File: src/rtl/icache_fetch_if.sv
`default_nettype none
// ============================================================================
//  Module      : icache_fetch_if
//  Description : Bundle of the fetch-stage signals. It groups the pipeline
//                side (hazard/redirect controls in, presented instruction
//                out) and the single-outstanding instruction-memory read
//                channel.
//  Modports    : slave  - the fetch stage (icache_fetch)
//                master - the surrounding pipeline / memory model
//  Signals     : stall, pcS, branchT        pipeline -> fetch
//                pc, instruction, hit       fetch    -> IF/ID
//                mem_req, mem_addr          fetch    -> memory
//                mem_ready, mem_rdata       memory   -> fetch
//  Revision    : 1.0  initial release
// ============================================================================
interface icache_fetch_if;
    // Pipeline control
    logic        stall;
    logic        pcS;
    logic [31:0] branchT;

    // Presented fetch result
    logic [31:0] pc;
    logic [31:0] instruction;
    logic        hit;

    // Instruction-memory read channel
    logic        mem_req;
    logic [31:0] mem_addr;
    logic        mem_ready;
    logic [31:0] mem_rdata;

    modport slave (
        input  stall,
        input  pcS,
        input  branchT,
        input  mem_ready,
        input  mem_rdata,
        output pc,
        output instruction,
        output hit,
        output mem_req,
        output mem_addr
    );

    modport master (
        output stall,
        output pcS,
        output branchT,
        output mem_ready,
        output mem_rdata,
        input  pc,
        input  instruction,
        input  hit,
        input  mem_req,
        input  mem_addr
    );
endinterface
`default_nettype wire

File: src/rtl/icache_fetch.sv
`default_nettype none
// ============================================================================
//  Module      : icache_fetch
//  Description : Instruction-fetch stage with an integrated direct-mapped
//                instruction cache (one 32-bit word per line). Owns the PC,
//                looks it up combinationally, presents the instruction to
//                IF/ID and refills misses through a single-outstanding
//                request/ready handshake.
//  Parameters  : LINES    - number of cache lines (power of two, >= 2)
//                RESET_PC - PC value loaded by reset
//  Ports       : clock    - rising-edge clock
//                reset    - asynchronous active-high reset
//                bus      - icache_fetch_if.slave
//                           in : stall, pcS, branchT, mem_ready, mem_rdata
//                           out: pc (PC+4), instruction, hit,
//                                mem_req, mem_addr
//  Revision    : 1.0  initial release
// ============================================================================
module icache_fetch #(
    parameter int          LINES    = 16,
    parameter logic [31:0] RESET_PC = 32'h0000_0000
) (
    input  logic           clock,
    input  logic           reset,
    icache_fetch_if.slave  bus
);

    // ------------------------------------------------------------------
    // Address split: [1:0] byte offset (ignored), then index, then tag.
    // ------------------------------------------------------------------
    localparam int c_IDX_W = $clog2(LINES);
    localparam int c_TAG_W = 30 - c_IDX_W;

    localparam logic [0:0] c_LOOKUP   = 1'b0;
    localparam logic [0:0] c_WAIT_MEM = 1'b1;

    // ------------------------------------------------------------------
    // State
    // ------------------------------------------------------------------
    logic [0:0]         state_q,     state_d;
    logic [31:0]        pc_q,        pc_d;
    logic [31:0]        miss_addr_q, miss_addr_d;

    // Valid bits are reset; tag and data arrays are plain storage.
    logic [LINES-1:0]   valid_q;
    logic [c_TAG_W-1:0] tag_q  [LINES];
    logic [31:0]        data_q [LINES];

    // ------------------------------------------------------------------
    // Combinational lookup from the PC register
    // ------------------------------------------------------------------
    logic [c_IDX_W-1:0] w_idx;
    logic [c_TAG_W-1:0] w_tag;
    logic               w_lookup_hit;
    logic               w_in_lookup;
    logic               w_hit;

    logic               w_fill;
    logic [c_IDX_W-1:0] w_fill_idx;
    logic [c_TAG_W-1:0] w_fill_tag;

    assign w_idx        = pc_q[c_IDX_W+1:2];
    assign w_tag        = pc_q[31:c_IDX_W+2];
    assign w_lookup_hit = valid_q[w_idx] && (tag_q[w_idx] == w_tag);
    assign w_in_lookup  = (state_q == c_LOOKUP);
    // The line may already be valid while a fill is pending, so the
    // presented hit is gated by the state as well.
    assign w_hit        = w_in_lookup && w_lookup_hit;

    // mem_ready is only meaningful while a request is outstanding; a late
    // response arriving in LOOKUP (e.g. after a reset) must not write.
    assign w_fill       = (state_q == c_WAIT_MEM) && bus.mem_ready;
    assign w_fill_idx   = miss_addr_q[c_IDX_W+1:2];
    assign w_fill_tag   = miss_addr_q[31:c_IDX_W+2];

    // ------------------------------------------------------------------
    // Next-state logic
    // ------------------------------------------------------------------
    always_comb begin
        state_d     = state_q;
        pc_d        = pc_q;
        miss_addr_d = miss_addr_q;

        case (state_q)
            c_LOOKUP: begin
                if (bus.pcS) begin
                    // Redirect wins over stall and over a miss; no request
                    // is issued for the abandoned PC.
                    pc_d = bus.branchT;
                end else if (w_lookup_hit) begin
                    if (!bus.stall) begin
                        pc_d = pc_q + 32'd4;
                    end
                end else begin
                    miss_addr_d = {pc_q[31:2], 2'b00};
                    state_d     = c_WAIT_MEM;
                end
            end

            c_WAIT_MEM: begin
                // stall is ignored here. A redirect is taken immediately;
                // the outstanding fill still lands at miss_addr so memory
                // and cache stay consistent.
                if (bus.pcS) begin
                    pc_d = bus.branchT;
                end
                if (bus.mem_ready) begin
                    state_d = c_LOOKUP;
                end
            end

            default: begin
                state_d = c_LOOKUP;
            end
        endcase
    end

    // ------------------------------------------------------------------
    // Control registers
    // ------------------------------------------------------------------
    always_ff @(posedge clock or posedge reset) begin
        if (reset) begin
            state_q     <= c_LOOKUP;
            pc_q        <= RESET_PC;
            miss_addr_q <= '0;
            valid_q     <= '0;
        end else begin
            state_q     <= state_d;
            pc_q        <= pc_d;
            miss_addr_q <= miss_addr_d;
            if (w_fill) begin
                valid_q[w_fill_idx] <= 1'b1;
            end
        end
    end

    // ------------------------------------------------------------------
    // Tag / data arrays: a fill overwrites its line unconditionally.
    // ------------------------------------------------------------------
    always_ff @(posedge clock) begin
        if (w_fill) begin
            tag_q[w_fill_idx]  <= w_fill_tag;
            data_q[w_fill_idx] <= bus.mem_rdata;
        end
    end

    // ------------------------------------------------------------------
    // Outputs
    // ------------------------------------------------------------------
    assign bus.pc          = pc_q + 32'd4;
    assign bus.hit         = w_hit;
    assign bus.instruction = w_hit ? data_q[w_idx] : 32'h0000_0000;
    assign bus.mem_req     = (state_q == c_WAIT_MEM);
    assign bus.mem_addr    = miss_addr_q;

endmodule
`default_nettype wire

File: src/flat_wrapper.sv
// flat-port wrapper written by rule: the top's interface ports become plain ports
module icache_fetch_flat 
#(
    parameter int          LINES    = 16,
    parameter logic [31:0] RESET_PC = 32'h0000_0000
)
  (clock, reset, bus_stall, bus_pcS, bus_branchT, bus_mem_ready, bus_mem_rdata, bus_pc, bus_instruction, bus_hit, bus_mem_req, bus_mem_addr);
  icache_fetch_if bus_i ();
  input  logic clock;
  input  logic reset;
  input wire logic [$bits(bus_i.stall)-1:0] bus_stall;
  input wire logic [$bits(bus_i.pcS)-1:0] bus_pcS;
  input wire logic [$bits(bus_i.branchT)-1:0] bus_branchT;
  input wire logic [$bits(bus_i.mem_ready)-1:0] bus_mem_ready;
  input wire logic [$bits(bus_i.mem_rdata)-1:0] bus_mem_rdata;
  output wire logic [$bits(bus_i.pc)-1:0] bus_pc;
  output wire logic [$bits(bus_i.instruction)-1:0] bus_instruction;
  output wire logic [$bits(bus_i.hit)-1:0] bus_hit;
  output wire logic [$bits(bus_i.mem_req)-1:0] bus_mem_req;
  output wire logic [$bits(bus_i.mem_addr)-1:0] bus_mem_addr;
  assign bus_i.stall = bus_stall;
  assign bus_i.pcS = bus_pcS;
  assign bus_i.branchT = bus_branchT;
  assign bus_i.mem_ready = bus_mem_ready;
  assign bus_i.mem_rdata = bus_mem_rdata;
  assign bus_pc = bus_i.pc;
  assign bus_instruction = bus_i.instruction;
  assign bus_hit = bus_i.hit;
  assign bus_mem_req = bus_i.mem_req;
  assign bus_mem_addr = bus_i.mem_addr;
  icache_fetch #(.LINES(LINES), .RESET_PC(RESET_PC)) u_core (.clock(clock), .reset(reset), .bus(bus_i));
endmodule
File: config.mk
export PLATFORM = sky130hd
export DESIGN_NAME = icache_fetch_flat
export DESIGN_NICKNAME = d
export VERILOG_FILES = /design/src/rtl/icache_fetch_if.sv /design/src/rtl/icache_fetch.sv /design/src/flat_wrapper.sv
export SDC_FILE = /design/constraint.sdc
export NUM_CORES = 1
export LEC_CHECK = 0
export CAP_MARGIN = 25
export CORE_AREA = 10 10 282 284
export DETAILED_ROUTE_END_ITERATION = 16
export DIE_AREA = 0 0 292 294
export PLACE_DENSITY = 0.82
export SYNTH_ARGS = -nofsm -noshare
export SYNTH_HDL_FRONTEND = slang
export SYNTH_SLANG_ARGS = --single-unit
File: constraint.sdc
create_clock -name clock -period 5.08 [get_ports clock]
set_input_delay 1.016 -clock clock [delete_from_list [all_inputs] [get_ports clock]]
set_output_delay 1.016 -clock clock [all_outputs]
set_load 0.01 [all_outputs]
==> impl_metrics.env <==
export IMPL_synthFlopType="edfxtp_1"
export IMPL_status="finished with violations"
export IMPL_drc_errors=0
export IMPL_ys_seq_elements=1007
export IMPL_worst_skew_pair_late_latency_ns=0.68
export IMPL_yosysTopAreaCellShare=0.692
export IMPL_synth_cell_types=64
export IMPL_netlist_area_um2=40300
export IMPL_drive_gt1_frac=0.313
export IMPL_overflow=0
export IMPL_max_cap_violations=0
export IMPL_ioPinCount=167
export IMPL_avgSynthCellArea_um2=20.3
export IMPL_synthArstFlopShare=0.0785
export IMPL_dpl_hpwl_um=61200
export IMPL_powerDensity_nw_per_um2=450
export IMPL_final_util=0.648
export IMPL_cts_sinks=1007
export IMPL_netlist_instances=1987
export IMPL_fin_area_um2=47900
export IMPL_htreeDepth=3
export IMPL_placed_area_um2=44000
export IMPL_crit_path_end_kind="output pin"
export IMPL_die_x_um=292
export IMPL_rsz0062_at_grt="true"
export IMPL_finalHoldViolations=0
export IMPL_yosysMostFrequentCell="edfxtp_1"
export IMPL_placementRows=100
export IMPL_portBuffers=164
export IMPL_gp_congestion=0.956
export IMPL_cts_root_buf="clkbuf_16"
export IMPL_cp_arrival_ns=4.61
export IMPL_n_fill_cell=4676
export IMPL_preCtsSetupSlack_ns=-0.314
export IMPL_synth_warnings=0
export IMPL_grt_usage=0.256
export IMPL_cp_slowest_cell="mux4_2"
export IMPL_r2r_start="u_core.pc_q[3]$_DFFE_PP0P_"
export IMPL_relSlewSlack=0.402
export IMPL_detail_route_vias_per_cell=6.58
export IMPL_ff2ff_setup_slack_ns=0.64
export IMPL_finalCriticalPeriod_ns=5.62
export IMPL_fmax_ghz=0.178
export IMPL_first_global_vias=22714
export IMPL_setup_viol=37
export IMPL_r2r_cells=13
export IMPL_skew_ns=0.0519
export IMPL_numCtsBuffers=98
export IMPL_synth_edff_count=928
export IMPL_worstSetupStartpointType="register"
export IMPL_dr_pass1_iters=5
export IMPL_drt_wl_total_um=110000
export IMPL_cp_required_ns=4.06
export IMPL_yosysSeqAreaShare=0.741
export IMPL_hold_depth=1
export IMPL_grt_pass1_wl_um=160000
export IMPL_slowest_delay_ns=0.56
export IMPL_min_to="u_core.valid_q[13]$_DFFE_PP0P_"
export IMPL_slew_violations=0
export IMPL_initial_core_util=0.544
export IMPL_leakage_nw=16.0
export IMPL_die_area_um2=85800
export IMPL_crit_type="register to output pin"
export IMPL_synth_largest_area_cell="edfxtp_1"
export IMPL_hp_class="register to register"
export IMPL_grt_max_degree=60
export IMPL_fin_crit_sh=1.11
export IMPL_core_um2=73900
export IMPL_rr_endpoint="u_core.pc_q[19]$_DFFE_PP0P_"
export IMPL_failed_checks="setup timing"
export IMPL_timing_critical_path_fanout_max=8
export IMPL_antenna_found_initial=3
export IMPL_drt_initial_drc_count=2750
export IMPL_crit_chain="mux4_2 -> mux2i_4 -> xnor2_2 -> or4_1 -> o31a_1 -> or4b_4 -> a2111oi_4 -> buf_4 -> and3_4 -> buf_12 -> buf_12 -> buf_16 -> buf_6 -> and2_4 -> buf_6"
export IMPL_vdd_drop_max_mv=0.316
export IMPL_drtAntennaViolNets=0
export IMPL_timing_worst_slew_pin_value_ns=0.898
export IMPL_num_vias=22118
export IMPL_clkSlewWorstSetupHoldPaths_ns=0.06
export IMPL_fin_ws_ns=-0.544
export IMPL_synthTopCellsByArea="edfxtp_1, mux4_2, dfrtp_1"
export IMPL_area_growth_synth_to_final_pct=19.0
export IMPL_wl_per_cell_um=32.8
export IMPL_synth_commonest_cells="edfxtp_1, mux4_2, mux2i_1"
export IMPL_cts_tree="yes"
export IMPL_clk_path_buf_depth=3
export IMPL_nets=2377
export IMPL_die_h_um=294
export IMPL_hold_start="u_core.valid_q[13]$_DFFE_PP0P_"
-- per-layer routing --
metal | GRT usage | vias to the layer above | share of wire
met3 | 0.0548 | 251 | 0.099
met2 | 0.425 | 1455 | 0.50
met4 | 0.0864 | 6 | 0.034
met1 | 0.334 | 11627 | 0.37
met5 | 0 | - | 0.00041
li1 | - | 8779 | -
-- cell usage in the layout (no fill, tap or decap), types with 7 or more instances in the layout --
master | synthesis | final
edfxtp_1 | 928 | 928
mux4_2 | 222 | 222
clkdlybuf4s50_1 | 0 | 130
buf_4 | 17 | 130
mux2i_1 | 126 | 124
clkbuf_16 | 0 | 100
mux2_2 | 84 | 84
dfrtp_1 | 79 | 76
nor2_1 | 51 | 37
xnor2_1 | 40 | 37
nand2_1 | 35 | 34
buf_6 | 3 | 31
and2_4 | 0 | 27
clkinv_2 | 0 | 26
inv_1 | 27 | 25
o22ai_1 | 25 | 23
buf_12 | 0 | 23
nor3_1 | 26 | 21
or2_2 | 20 | 20
clkinv_1 | 0 | 19
clkbuf_1 | 53 | 19
a22oi_1 | 18 | 16
nor2_4 | 0 | 15
nand3_1 | 15 | 15
nand4_1 | 12 | 12
nand2b_1 | 10 | 10
or3_1 | 9 | 9
o21ai_0 | 9 | 9
nor2b_1 | 8 | 8
and2_1 | 35 | 7
a21oi_1 | 7 | 7
nor4_1 | 9 | 7
-- how the worst max path moves through the flow --
stage / from / end / slack [ns] / cells past startpoint
after detailed placement: u_core.pc_q[3]$_DFFE_PP0P_ / bus_instruction[31] / -0.31 / 16
after floorplan: u_core.pc_q[2]$_DFFE_PP0P_ / bus_instruction[0] / 0.47 / 10
final: u_core.pc_q[3]$_DFFE_PP0P_ / bus_instruction[3] / -0.54 / 15
after global routing: u_core.pc_q[3]$_DFFE_PP0P_ / bus_instruction[3] / -0.67 / 15
after CTS: u_core.pc_q[3]$_DFFE_PP0P_ / bus_instruction[1] / -0.60 / 15
after global placement: u_core.pc_q[3]$_DFFE_PP0P_ / bus_instruction[8] / -0.22 / 12
-- final cells by class --
cell class | instances | area, um^2 | area share
repair buffers | 328 | 3310 | 0.0691
diodes | 2 | 5.00 | 0.000105
flip-flops and latches | 1007 | 29900 | 0.623
well taps | 969 | 1210 | 0.0253
clock inverters | 61 | 568 | 0.0119
multi-input cells | 844 | 10200 | 0.213
clock buffers | 124 | 2630 | 0.0549
inverters | 28 | 108 | 0.00225
-- worst max-delay path, delay by kind of cell (launching register included) --
family          cells  cell delay (ns)
flops               1             0.48
compound gates      2             0.51
xor+xnor            1             0.10
mux                 2             0.75
simple gates        4             1.38
buf+inv             6             0.74
-- where the power goes --
part	switching, W	internal (W)
registers	0.000644	0.00987
clock network	0.00314	0.00401
logic	0.00209	0.00178
-- through the flow --
stage / TNS, ns / power, W / cells / hold WS, ns
2_1_floorplan: 0 / 0.0125 / 1988 / 0.434
3_3_place_gp: -6.92 / 0.0142 / 3154 / 0.446
3_5_place_dp: -9.81 / 0.0143 / 3154 / 0.455
4_1_cts: -19.13 / 0.0215 / 3348 / 0.486
5_1_grt: -19.83 / 0.0222 / 3361 / 0.492
6_report: -15.44 / 0.0215 / 3363 / 0.485
-- repair_timing --
| action | CTS | global route |
|---|---|---|
| setup buffers | 5 | 10 |
| gates resized for setup | 96 | 140 |
| endpoints found under the setup margin | 43 | 42 |
| cloned | 4 | 1 |
| hold buffers | 0 | 0 |
| pin swaps | 5 | 9 |
-- logic make-up (layout without fill, tap and decap cells) --
family	after synthesis	count (layout)	share of synthesized area
xor gates and xnor gates	45	45	0.00979
DFF	1007	1007	0.741
buffers and inverters	137	541	0.0155
muxes	432	432	0.179
and+or+nand+nor	254	254	0.0340
other	1	4	0.0000932
adders and majority gates	1	1	0.000311
AOI/OAI and AO/OA	110	110	0.0200
-- state kept, by name, summed over array words and instances (netlist names) --
name,flops
u_core.data_q,512
u_core.bus.mem_addr,30
u_core.pc_q,32
u_core.valid_q,16
u_core.bus.mem_req,1
u_core.tag_q,416
(Power assumes the default switching activity.)
